--- config.mk ---
export PLATFORM = sky130hd
export DESIGN_NAME = sr_flag_arbiter
export DESIGN_NICKNAME = d
export VERILOG_FILES = /design/src/rtl/sr_flag_pkg.sv /design/src/rtl/sr_cell.sv /design/src/rtl/sr_flag_arbiter.sv
export SDC_FILE = /design/constraint.sdc
export NUM_CORES = 1
export LEC_CHECK = 0
export ABC_CLOCK_PERIOD_IN_PS = 4250
export BUFFER_PORTS_ARGS = -buffer_cell sky130_fd_sc_hd__buf_4
export CAP_MARGIN = 40
export CORE_ASPECT_RATIO = 0.75
export CORE_MARGIN = 4
export CORE_UTILIZATION = 45
export CTS_CLUSTER_SIZE = 28
export DETAILED_ROUTE_END_ITERATION = 8
export HOLD_SLACK_MARGIN = 0.08
export PLACE_DENSITY = 0.7
export SYNTH_ARGS = -nofsm -noshare
export SYNTH_HDL_FRONTEND = slang
export SYNTH_HIERARCHICAL = 1
export SYNTH_SLANG_ARGS = --single-unit
--- constraint.sdc ---
create_clock -name clk -period 4.25 [get_ports clk]
set_clock_uncertainty 0.2 [all_clocks]
set_input_delay 0.6375 -clock clk [delete_from_list [all_inputs] [get_ports clk]]
set_output_delay 0.6375 -clock clk [all_outputs]
set_load 0.01 [all_outputs]
--- src/rtl/sr_flag_pkg.sv ---
// Shared definitions for the SR flag arbiter: op encoding, index types and
// the round-robin pick function.
package sr_flag_pkg;

    localparam logic OP_SET   = 1'b1;
    localparam logic OP_RESET = 1'b0;
    localparam int   MAX_REQ  = 8;

    // Wide enough for any flag index up to M = 256.
    typedef logic [7:0] flag_idx_t;
    typedef logic [2:0] req_idx_t;

    typedef struct packed {
        logic     valid;
        req_idx_t winner;
    } rr_pick_t;

    // Scans downwards so the last hit kept is the first eligible at or after ptr.
    function automatic rr_pick_t rr_pick(input logic [MAX_REQ-1:0] req_vec,
                                         input req_idx_t ptr,
                                         input int n);
        rr_pick_t res;
        req_idx_t cand;
        res = '0;
        for (int i = MAX_REQ - 1; i >= 0; i--) begin
            cand = req_idx_t'((int'(ptr) + i) % n);
            if (i < n && req_vec[cand]) begin
                res.valid  = 1'b1;
                res.winner = cand;
            end
        end
        return res;
    endfunction

endpackage

--- src/rtl/sr_cell.sv ---
// Single set/reset storage cell with synchronous s/r and asynchronous
// active-low clear.
module sr_cell (
    input  logic clk,
    input  logic clear,
    input  logic s,
    input  logic r,
    output logic q,
    output logic qbar
);

    always_ff @(posedge clk or negedge clear) begin
        if (!clear)
            q <= 1'b0;
        else if (s)
            q <= 1'b1;
        else if (r)
            q <= 1'b0;
    end

    assign qbar = ~q;

    a_no_set_and_reset: assert property (@(posedge clk) disable iff (!clear) !(s && r));

endmodule

--- src/rtl/sr_flag_arbiter.sv ---
// Round-robin arbiter issuing one set/reset command per cycle into a bank of
// SR flag cells, with conflict and out-of-range reporting.
module sr_flag_arbiter
    import sr_flag_pkg::*;
#(
    parameter int N  = 4,
    parameter int M  = 8,
    parameter int IW = 3
) (
    input  logic            clk,
    input  logic            clear,
    input  logic [N-1:0]    req,
    input  logic [N-1:0]    op,
    input  logic [N*IW-1:0] idx,
    output logic [N-1:0]    gnt,
    output logic [M-1:0]    flags,
    output logic            conflict,
    output logic            oor_err
);

    logic [N-1:0] eligible;
    rr_pick_t     pick;
    req_idx_t     rr_ptr;
    logic         win_op;
    flag_idx_t    win_idx;
    logic         conflict_next;
    logic         oor_next;
    logic         cmd_valid;
    logic [M-1:0] s_vec;
    logic [M-1:0] r_vec;
    logic [M-1:0] qbar_vec;

    // A requester whose grant is currently showing sits out one cycle.
    assign eligible = req & ~gnt;
    assign pick     = rr_pick(MAX_REQ'(eligible), rr_ptr, N);

    always_comb begin
        win_op        = OP_RESET;
        win_idx       = '0;
        conflict_next = 1'b0;
        for (int k = 0; k < N; k++) begin
            if (req_idx_t'(k) == pick.winner) begin
                win_op  = op[k];
                win_idx = flag_idx_t'(idx[k*IW +: IW]);
            end
        end
        for (int k = 0; k < N; k++) begin
            if (pick.valid && eligible[k] && req_idx_t'(k) != pick.winner &&
                flag_idx_t'(idx[k*IW +: IW]) == win_idx && op[k] != win_op)
                conflict_next = 1'b1;
        end
    end

    assign oor_next  = pick.valid && (int'(win_idx) >= M);
    assign cmd_valid = pick.valid && !oor_next;

    // s and r come from complementary op terms, so a cell never sees both.
    always_comb begin
        s_vec = '0;
        r_vec = '0;
        for (int i = 0; i < M; i++) begin
            s_vec[i] = cmd_valid && (int'(win_idx) == i) && (win_op == OP_SET);
            r_vec[i] = cmd_valid && (int'(win_idx) == i) && (win_op == OP_RESET);
        end
    end

    always_ff @(posedge clk or negedge clear) begin
        if (!clear) begin
            gnt      <= '0;
            rr_ptr   <= '0;
            conflict <= 1'b0;
            oor_err  <= 1'b0;
        end else begin
            gnt      <= '0;
            conflict <= conflict_next;
            oor_err  <= oor_next;
            if (pick.valid) begin
                gnt[pick.winner] <= 1'b1;
                rr_ptr           <= req_idx_t'((int'(pick.winner) + 1) % N);
            end
        end
    end

    for (genvar g = 0; g < M; g++) begin : g_bank
        sr_cell u_cell (
            .clk   (clk),
            .clear (clear),
            .s     (s_vec[g]),
            .r     (r_vec[g]),
            .q     (flags[g]),
            .qbar  (qbar_vec[g])
        );
    end

    a_sr_exclusive: assert property (@(posedge clk) disable iff (!clear) (s_vec & r_vec) == '0);
    a_qbar_complement: assert property (@(posedge clk) disable iff (!clear) (flags ^ qbar_vec) == '1);

endmodule

==> flow_summary.yaml <==
finish:
  instances_no_fill: 230
  final_core_util: 0.611
  finalNetCount: 221
  layout-drive-gt1-share: 0.299
  fin_area_mm2: 0.00168
  n_antenna_cell: 0
  area_growth_pct: 23.2
floorplan:
  row_count: 16
  dieArea_mm2: 0.00398
  core-area_mm2: 0.00274
  die_y_um: 55.6
  io_pins: 36
  die-width_um: 71.5
  initial_core_util: 0.496
drt:
  wl_um: 3380
  drt_first_pass_iters: 4
  first_iter_violations: 45
  num_vias: 1231
  viasPerCell: 5.35
  routedWlPerCell_um: 14.7
  drc: 0
  ant_nets: 0
critical_path:
  cp_cell_sequence: "buf_4 > nor2b_1 > o21ai_0 > a22oi_1 > o31a_1 > ha_1 > nand3b_1 > a31oi_2 > mux2_4 > and2_1 > o2111ai_1 > nand4_1"
  slowest_delay_ns: 0.49
  crit_path_end_kind: "register"
  crit_fanout: 11
  startpoint: "req[3]"
  arrival_ns: 3.13
  slowest_stage: "ha_1"
  rrSetupSlack_ns: 1.12
  crit_type: "input port to register"
  critPathRequiredTime_ns: 4.17
  setup.worst_path.start_class: "input port"
  rr_startpoint: "gnt[0]"
yosys:
  syn-cell-area_mm2: 0.00136
  synth.area.top_cells: "dfrtp_1, o21bai_2, nor2_1"
  synth.most_common_cell: "nor2_1"
  synth_cell_types: 45
  postSynthAreaPerCell_um2: 8.50
  syn_nets: 186
  synthFlopType: "dfrtp_1"
  synthTopCellsByCount: "nor2_1, dfrtp_1, inv_1"
  synth_edf_count: 0
  ys_ff_latch: 15
  seq_area_frac_synth: 0.276
  synthArstFlopShare: 1.00
  syn_inst: 160
  ys_warn_count: 6
  yosysTopAreaCell: "dfrtp_1"
  synth_top_cell_area_share: 0.276
sta:
  drv_slew: 0
  fin_ws_ns: 1.04
  timing.hold.ws_ns: 0.313
  rsz0062_at_grt: "no"
  fin_crit_sh: 0.755
  clock.fmax_mhz: 312
  fin_crit_ns: 3.21
  tightest_slew_ns: 0.528
  tns_ns: 0
  final-hold-violation-count: 0
  relSlewSlack: 0.648
  setup_violations: 0
clock_tree:
  clk_latency_ns: 0.24
  cts_setup_buffers: 0
  cts_made_buffers: 3
  clock-sinks: 15
  clkSlewWorstSetupHoldPaths_ns: 0.06
  cts_root_buf: "clkbuf_8"
  cts_tree: "yes"
  clockBufferDepth: 2
  htreeDepth: 1
global_route:
  grt_pass1_wl_um: 5540
  overflow: 0
  grt_max_degree: 16
  first_global_vias: 1165
  antenna_found_initial: 0
  grtUsageTotal: 0.172
place:
  finalWeightedCongestion: 0.889
  pre_cts_slack_ns: 0.825
  port_buffers: 34
  hpwl_um: 2790
  dpl-instance-area_mm2: 0.00162
  dp_cells: 225
run:
  maxCapViolCount: 0
status:
  status: "completed"
power:
  finalPower_mw: 1.49
  peakVddDrop_mv: 0.352
  power_density_mw_per_mm2: 888
  p_leak_nw: 0.810
hold_path:
  hold_start: "g_bank[1].u_cell/q"
  hp-class: "register to register"
-- worst max-delay path, delay by kind of cell --
| family | cells | cell delay [ns] |
|---|---|---|
| AO/OA/AOI/OAI | 5 | 0.92 |
| AND/OR/NAND/NOR | 4 | 0.69 |
| adder cells (fa/ha/maj) | 1 | 0.49 |
| multiplexers | 1 | 0.32 |
| buffers and inverters | 1 | 0.08 |
-- state kept, by name, indices dropped and copies added, names as in the netlist --
| register | flops |
|---|---|
| rr_ptr | 2 |
| conflict | 1 |
| g_bank.u_cell/q | 8 |
| gnt | 4 |
-- layer usage --
metal / vias up / wire length [um] / global-route usage
li1: 611 / - / -
met1: 579 / 1540 / 0.229
met2: 41 / 1640 / 0.287
met3: 0 / 204 / 0.0361
met4: 0 / 0 / 0.0322
met5: - / 0 / 0
-- logic make-up (layout without fill, tap and decap cells) --
logic type / Yosys count / count (layout) / synth area share
flops: 15 / 15 / 0.276
buf+inv: 20 / 54 / 0.0717
xor+xnor: 12 / 12 / 0.0773
mux: 3 / 3 / 0.0258
other cells: 1 / 1 / 0.00276
compound gates: 35 / 35 / 0.236
simple gates: 70 / 70 / 0.274
fa+ha+maj: 4 / 4 / 0.0368
-- path summary, 6_finish.rpt --
kind	to	cells after the start
setup / recovery	conflict	12
hold / removal	g_bank[1].u_cell/q	2
setup reg to reg	conflict	12
hold reg to reg	g_bank[1].u_cell/q	2
max in group asynchronous	gnt[3]	2
min in group asynchronous	g_bank[3].u_cell/q	2
-- layout by cell type, fill, tap and decap left out, types with 2 or more instances in the layout --
| cell | netlist | routed |
|---|---|---|
| nand4_1 | 3 | 3 |
| o21bai_2 | 8 | 8 |
| buf_4 | 2 | 34 |
| nor3_1 | 6 | 6 |
| nor2_1 | 22 | 22 |
| o21ai_0 | 4 | 4 |
| a31oi_1 | 2 | 2 |
| nand3_1 | 5 | 5 |
| xor2_1 | 7 | 7 |
| mux2i_1 | 2 | 2 |
| and2_1 | 5 | 5 |
| ha_1 | 4 | 4 |
| nand3b_1 | 3 | 3 |
| xnor2_1 | 5 | 5 |
| nor2b_1 | 4 | 4 |
| clkbuf_8 | 0 | 3 |
| o21a_1 | 3 | 3 |
| nand2b_1 | 4 | 4 |
| a22oi_1 | 2 | 2 |
| nand2_1 | 11 | 11 |
| a21oi_1 | 4 | 4 |
| inv_1 | 14 | 14 |
| a211oi_4 | 2 | 2 |
| dfrtp_1 | 15 | 15 |
-- report_power, final --
group	total [mW]	leakage, nW	internal (mW)	switching (mW)
registers	0.251	0.183	0.214	0.0370
clock network	0.113	0.0255	0.0648	0.0484
logic	1.12	0.602	0.478	0.645
total	1.49	0.810	0.757	0.731
-- what timing repair did --
item	4_1_cts	5_1_grt
endpoints found under the hold margin	15	0
resized for setup	0	0
hold buffers	1	0
-- cell type report --
class,instances,area [um2]
clock buffers,3,41.3
fillers,238,1070
flip-flops and latches,15,375
multi-input cells,125,887
clock inverters,1,5.00
inverters,15,56.3
well taps,36,45.0
repair buffers,35,265
Note: power is estimated with default switching activity, not from simulation.
